--- src/rtl/toeplitz_pkg.sv ---
`default_nettype none
// ============================================================================
// Module  : toeplitz_pkg
// Brief   : Shared defaults (N, L, SEED) for the Toeplitz hasher, the
//           downstream serializer and their benches, plus a direct
//           matrix-product reference model.
// Revision: 1.0 - initial release
// ============================================================================
package toeplitz_pkg;

    // Raw bits per block, output word width, and the default seed.
    localparam int TOEPLITZ_N = 16;
    localparam int TOEPLITZ_L = 8;
    localparam logic [TOEPLITZ_N+TOEPLITZ_L-2:0] TOEPLITZ_SEED = 23'h2D5A93;

    typedef logic [TOEPLITZ_N-1:0]            toeplitz_block_t;
    typedef logic [TOEPLITZ_N+TOEPLITZ_L-2:0] toeplitz_seed_t;
    typedef logic [TOEPLITZ_L-1:0]            toeplitz_word_t;

    // Straight matrix-vector product over GF(2). d[j] is the j-th accepted
    // bit of the block (d[0] arrives first).
    function automatic toeplitz_word_t toeplitz_ref(input toeplitz_block_t d,
                                                    input toeplitz_seed_t  s);
        toeplitz_word_t r;
        r = '0;
        for (int k = 0; k < TOEPLITZ_L; k++) begin
            for (int j = 0; j < TOEPLITZ_N; j++) begin
                r[k] = r[k] ^ (d[j] & s[TOEPLITZ_N-1-j+k]);
            end
        end
        return r;
    endfunction

endpackage
`default_nettype wire

--- src/rtl/toeplitz_hash.sv ---
`default_nettype none
// ============================================================================
// Module  : toeplitz_hash
// Brief   : Bit-serial Toeplitz hasher over GF(2). Compresses each block of
//           N accepted bits into an L-bit word and strobes it for one cycle.
//           Optional macro TOEPLITZ_SEED_PORT_EN adds a runtime-loadable
//           seed register (seed / seed_load ports).
// Revision: 1.0 - initial release
// ============================================================================
module toeplitz_hash
    import toeplitz_pkg::*;
#(
    parameter int             N    = TOEPLITZ_N,
    parameter int             L    = TOEPLITZ_L,
    parameter logic [N+L-2:0] SEED = TOEPLITZ_SEED
) (
    input  logic         clk,
    input  logic         reset,
    input  logic         dbit,
    input  logic         dbiten,
    output logic [L-1:0] q,
    output logic         qstrobe
`ifdef TOEPLITZ_SEED_PORT_EN
    ,
    input  logic [N+L-2:0] seed,
    input  logic           seed_load
`endif
);

    localparam int            CW       = (N > 1) ? $clog2(N) : 1;
    localparam logic [CW-1:0] CNT_LAST = CW'(N - 1);

    logic [L-1:0]   acc_q, acc_d;
    logic [CW-1:0]  cnt_q, cnt_d;
    logic [L-1:0]   q_q, q_d;
    logic           qstrobe_q, qstrobe_d;
    logic [N+L-2:0] seed_act;
    logic [N+L-2:0] seed_shift;
    logic [L-1:0]   seed_term;

`ifdef TOEPLITZ_SEED_PORT_EN
    logic [N+L-2:0] seed_q;

    // Active seed register; a load replaces it on the same edge.
    always_ff @(posedge clk or posedge reset) begin
        if (reset) begin
            seed_q <= SEED;
        end else if (seed_load) begin
            seed_q <= seed;
        end
    end

    assign seed_act = seed_q;
`else
    assign seed_act = SEED;
`endif

    // Bit number cnt uses the seed window starting at N-1-cnt; the last bit
    // of a block (cnt = N-1) therefore lands on the window starting at 0.
    assign seed_shift = seed_act >> (CNT_LAST - cnt_q);
    assign seed_term  = dbit ? seed_shift[L-1:0] : '0;

    // Next-state: accumulate, or close the block and publish the word.
    always_comb begin
        acc_d     = acc_q;
        cnt_d     = cnt_q;
        q_d       = q_q;
        qstrobe_d = 1'b0;
`ifdef TOEPLITZ_SEED_PORT_EN
        if (seed_load) begin
            // Abort the block; any bit offered this cycle is dropped.
            acc_d = '0;
            cnt_d = '0;
        end else if (dbiten) begin
`else
        if (dbiten) begin
`endif
            if (cnt_q == CNT_LAST) begin
                q_d       = acc_q ^ seed_term;
                qstrobe_d = 1'b1;
                acc_d     = '0;
                cnt_d     = '0;
            end else begin
                acc_d = acc_q ^ seed_term;
                cnt_d = cnt_q + CW'(1);
            end
        end
    end

    // Datapath registers; reset discards any partial block.
    always_ff @(posedge clk or posedge reset) begin
        if (reset) begin
            acc_q     <= '0;
            cnt_q     <= '0;
            q_q       <= '0;
            qstrobe_q <= 1'b0;
        end else begin
            acc_q     <= acc_d;
            cnt_q     <= cnt_d;
            q_q       <= q_d;
            qstrobe_q <= qstrobe_d;
        end
    end

    assign q       = q_q;
    assign qstrobe = qstrobe_q;

endmodule
`default_nettype wire

--- config.mk ---
export PLATFORM = sky130hd
export DESIGN_NAME = toeplitz_hash
export DESIGN_NICKNAME = d
export VERILOG_FILES = /design/src/rtl/toeplitz_pkg.sv /design/src/rtl/toeplitz_hash.sv
export SDC_FILE = /design/constraint.sdc
export NUM_CORES = 1
export LEC_CHECK = 0
export ABC_AREA = 0
export CAP_MARGIN = 20
export CORE_ASPECT_RATIO = 0.7
export CORE_MARGIN = 3
export CORE_UTILIZATION = 40
export CTS_CLUSTER_DIAMETER = 150
export DETAILED_ROUTE_END_ITERATION = 10
export PLACE_DENSITY_LB_ADDON = 0.2
export RECOVER_POWER = 50
export SYNTH_ARGS = -nofsm -noshare
export SYNTH_HDL_FRONTEND = slang
export SYNTH_SLANG_ARGS = --single-unit
--- constraint.sdc ---
create_clock -name clk -period 2.6 [get_ports clk]
set_input_delay 0.52 -clock clk [delete_from_list [all_inputs] [get_ports clk]]
set_output_delay 0.52 -clock clk [all_outputs]
set_load 0.05 [all_outputs]
**Word level (Yosys, flattened, before mapping)**

Index checks and enable logic that the tools add are counted.

- Logic and storage cells: 15
- Bits in registers: 21
- Output and inout port bits: 9
- Input bits: 4

- Eq/ne operators: 1
- Bitwise operators: 1
- Reduce and logical (&&, ||, !) cells: 1
- Shift operators: 1
- Multiplexer cells: 5
- Add/subtract/negate cells: 2

Operators by type and width:

| cell | number |
|---|---|
| >> shifter 22 x 4 -> 8 bit, first input constant | 1 |
| two-way mux 8 bit | 2 |
| XOR 8 bit | 1 |
| adder 4 x 1 -> 4 bit, second input constant | 1 |
| equality test 4 bit, second input constant | 1 |
| two-way mux 4 bit | 1 |
| subtractor 4 bit, first input constant | 1 |
| two-way mux 1 bit | 2 |
| AND reduction 2 bit | 1 |

**Longest topological paths before layout**

Gate-level depths: netlist (run 1).

- Word-level depth: 5
- Depth in mapped cells: 8
- Depth with buffers taken out: 7

**Least setup slack after synthesis (run 1)**

No wires, ideal clock.

- Kind: register to register
- Start: reg cnt_q[0]
- End: reg acc_q[4]
- Cell stages (with the launch flop): 9
- Library setup time: 0.121 ns
- Clock period less this slack: 1.843 ns
- Path buffers: 1
- Slack: 0.757 ns
- Arrival time: 1.722 ns
- Required time: 2.479 ns
- Cell sequence: dfrtp_1 -> buf_4 -> inv_1 -> ha_1 -> nand2b_1 -> a21oi_1 -> a211oi_4 -> o21ai_0 -> a22o_1

- Cells in the longest elaborated chain, start to end: 5
- Elaborated cells between the ends (all ways): 6
- Those cells by class: add/sub (1); eq/ne (1); shift (1); mux (2); bitwise (1)

RTL lines:

| what | line | source |
|---|---|---|
| start: declaration | toeplitz_hash.sv:34 | `logic [CW-1:0] cnt_q, cnt_d;` |
| start signal: assignment | toeplitz_hash.sv:99 | `cnt_q <= cnt_d;` |
| subtractor 4 bit | toeplitz_hash.sv:60 | `assign seed_shift = seed_act >> (CNT_LAST - cnt_q);` |
| >> shifter 22 x 4 -> 8 bit | toeplitz_hash.sv:60 |  |
| two-way mux 8 bit | toeplitz_hash.sv:61 | `assign seed_term = dbit ? seed_shift[L-1:0] : '0;` |
| XOR 8 bit | toeplitz_hash.sv:84 | `acc_d = acc_q ^ seed_term;` |
| two-way mux 8 bit (*) | toeplitz_hash.sv:78 | `if (cnt_q == CNT_LAST) begin` |
| end signal: assignment | toeplitz_hash.sv:93 | `acc_q <= '0;` |
| end signal: assignment | toeplitz_hash.sv:98 | `acc_q <= acc_d;` |
| end: declaration | toeplitz_hash.sv:33 | `logic [L-1:0] acc_q, acc_d;` |

Every way passes the cells marked *; elsewhere a longest branch is shown, timed or not.
A chain may end at the register's enable or synchronous reset.

**Worst setup path in the final report (run 1)**

- Start: reg cnt_q[0]
- End: reg acc_q[1]

The elaborated chain is that of the path after synthesis.

==> results.md, run 1 <==
* CTS-repair resized insts at 0
* Hold buffer count at cts at 0
* Max Cap Viol at 0
* Dpl cell area at about 1400 um^2
* Final worst slack at 274 ps
* Antenna violation net count after detailed routing at 0
* Final Core Density at 49.6%
* CTS tree: yes
* Startpoint Class: flop
* Port bufs at 12
* Place WS at 312 ps
* WS Path Type: flop to flop
* DR WL/cell at 14.4 um
* Maximum vdd drop at 0.536 mV
* Final hold slack at 492 ps
* DR pass1 iterations at 5
* Critical path endpoint category: flop
* Distinct cells, synth at 38
* Seq/Total Area, Yosys at 40.6%
* Synthesized area per cell at approximately 9.6 um^2
* PwrDens at approximately 1300 nW/um^2
* Clock-pin slew on the worst setup and hold paths at roughly 80 ps
* Worst-Margin Slew at 813 ps
* Largest net degree at the start of global routing at 22
* Tcrit/Tclk final at between 80% and 90%
* Setup Viol. Count Final at 0
* Die Span Y at 53.6 um
* Die footprint at 3970 um^2
* Worst endpoint required time at 2750 ps
* Core Box Area at 2940 um^2
* H-tree lvl count at 1
* Syn nets at roughly 140
* CP arrival at between 2000 and 2500 ps
* Total CTS buffers at 3
* Clk_lat worst skew at 270 ps
* DP HPWL at 1.89 mm
* CTS root buf: clkbuf_8
* P_leak at a little over 0.6 nW
* Worst-path fanout max at 13
* Final hold violations at 0
* Antenna violations before repair at 0
* DIE WIDTH at 74.0 um
* Via-per-instance ratio at 5.39
* Worst Skew at ~2.6 ps
* P&R area growth vs syn at 12.7%
* Status: finished clean
* Final RePlAce weighted congestion at 0.853
* Post-CTS setup buffers at 0
* Cell row count at 16
* FMAX at 430 MHz
* CTS sink count at 21
* Initial cell density of the core at 44.0%
* Vias after detailed routing at 981
* Setup TNS at 0 ps
* Fin area at 1460 um^2
* Fill cells at 278
* Cells after synthesis at 135
* CP Cell Sequence: inv_1 -> ha_1 -> nand2b_1 -> a32oi_2 -> nor3_1 -> a221o_1
* Global-route wire length before repair at about 4.3 mm
* Unrepaired setup endpoints after global routing: false
* DRT Wirelength at 2.61 mm
* DRC viols at 0
* Iteration-0 DRC Markers at just over 40
* Synthesized area at 1290 um^2
* Tightest Hold Check Type: flop to flop
* All-Layer GR Usage at 15.0%
* I/O pin total at 13
* Critical Path Max Stage Delay at 660 ps
* Yosys reg bits at 21
* Crit-path slowest cell: dfrtp_1
* Relative slew slack at 45.7%
* # diodes at 0
* Final #Nets at 156
* Share of layout cells above drive strength 1 at roughly an eighth
* CTS Buffer Depth at 2
* Number of global-route vias before repair at between 800 and 900
* GR Overflow Total at 0
* Tmin final at 2330 ps
* Slew Viols, Final at 0
* Ys Warns at 0
sequential cells by signal, summed over array words and instances (netlist names):
| signal | cells |
|---|---|
| acc_q | 8 |
| q | 8 |
| qstrobe | 1 |
| cnt_q | 4 |
cells in the final DEF (no fill, tap or decap), drive strengths merged, types with 5 or more instances in the layout:
| master | instances |
|---|---|
| o21ai | 14 |
| inv | 7 |
| nand2b | 6 |
| a21oi | 7 |
| ha | 5 |
| dfrtp | 21 |
| clkdlybuf4s50 | 10 |
| a31oi | 5 |
| xnor2 | 7 |
| nor2 | 9 |
| nand2 | 17 |
synth_stat cells (all sizes together):
master	instances	share of area (%)
a211oi	1	1.5
a21oi	7	3.3
a221o	2	1.5
a221oi	1	1.2
a22o	1	0.68
a22oi	3	2.1
a31oi	5	2.4
a32oi	1	1.3
and2	2	1.2
and3	1	0.48
buf	5	4.0
clkbuf	2	0.58
dfrtp	21	41
ha	5	4.8
inv	7	2.0
mux2	1	0.87
mux2i	3	2.3
nand2	17	4.9
nand2b	6	2.9
nand3	2	0.77
nor2	9	2.6
nor2b	1	0.68
nor3	2	0.77
nor3b	1	0.58
o21ai	14	6.0
o21ba	2	1.5
o22ai	2	0.97
o41ai	1	0.68
xnor2	7	4.7
xor2	3	2.0
stage by stage:
stage          instances  total power, mW
6_report             182             1.86
5_1_grt              182             1.99
4_1_cts              182             1.86
3_5_place_dp         178             1.64
3_3_place_gp         178             1.62
2_1_floorplan        135             1.45
final cells by class:
class | count | area, um^2 | share of cell area [%]
inverters | 7 | 26.3 | 1.80
repair buffers | 14 | 131 | 9.01
clock inverters | 1 | 5.00 | 0.343
flip-flops and latches | 21 | 526 | 36.0
clock buffers | 3 | 41.3 | 2.83
well taps | 36 | 45.0 | 3.09
multi-input cells | 100 | 684 | 46.9
cells by family (layout without fill, tap and decap cells):
logic type,Yosys count,after routing,synth area share [%]
AOI/OAI and AO/OA,40,40,23.2
xor gates and xnor gates,10,10,6.76
adders and majority gates,5,5,4.83
buffers and inverters,14,25,6.57
DFF,21,21,40.6
muxes,4,4,3.19
and+or+nand+nor,41,41,14.9
final timing paths:
path                                from        to  slack (ps)  cells past startpoint
worst max-delay path            cnt_q[0]  acc_q[1]         270                      6
worst max register to register  cnt_q[0]  acc_q[1]         270                      6
worst min register to register  acc_q[6]  acc_q[6]         490                      1
worst min-delay path            acc_q[6]  acc_q[6]         490                      1
max in group asynchronous          reset  cnt_q[0]        1250                      2
min in group asynchronous          reset      q[4]         840                      2
where the power goes:
part           switching [mW]  total (mW)  internal [mW]  leakage (nW)
clock network           0.113       0.220          0.107        0.0255
registers               0.185       0.647          0.462         0.268
logic                   0.566       0.990          0.424         0.324
total                   0.864        1.86          0.993         0.618
metal layers:
layer / vias up / routed length, um / GRT usage (%)
met5: - / 0 / 0
met2: 24 / 1080 / 19.9
met3: 4 / 164 / 5.04
met1: 465 / 1340 / 22.5
li1: 488 / - / -
met4: 0 / 25 / 4.52
critical path: cells and delay by family (launching register included):
family	cells	cell delay, ps
DFF	1	660
buffers and inverters	1	200
adders and majority gates	1	450
AOI/OAI and AO/OA	2	600
and+or+nand+nor	2	300
No activity file was read; power rests on OpenSTA's default activity.
==> run 2: changes to the inputs <==
- GPL_TIMING_DRIVEN: default -> 1
==> results of run 2 <==
Final layout, timing and power as in run 1 (identical DEF).
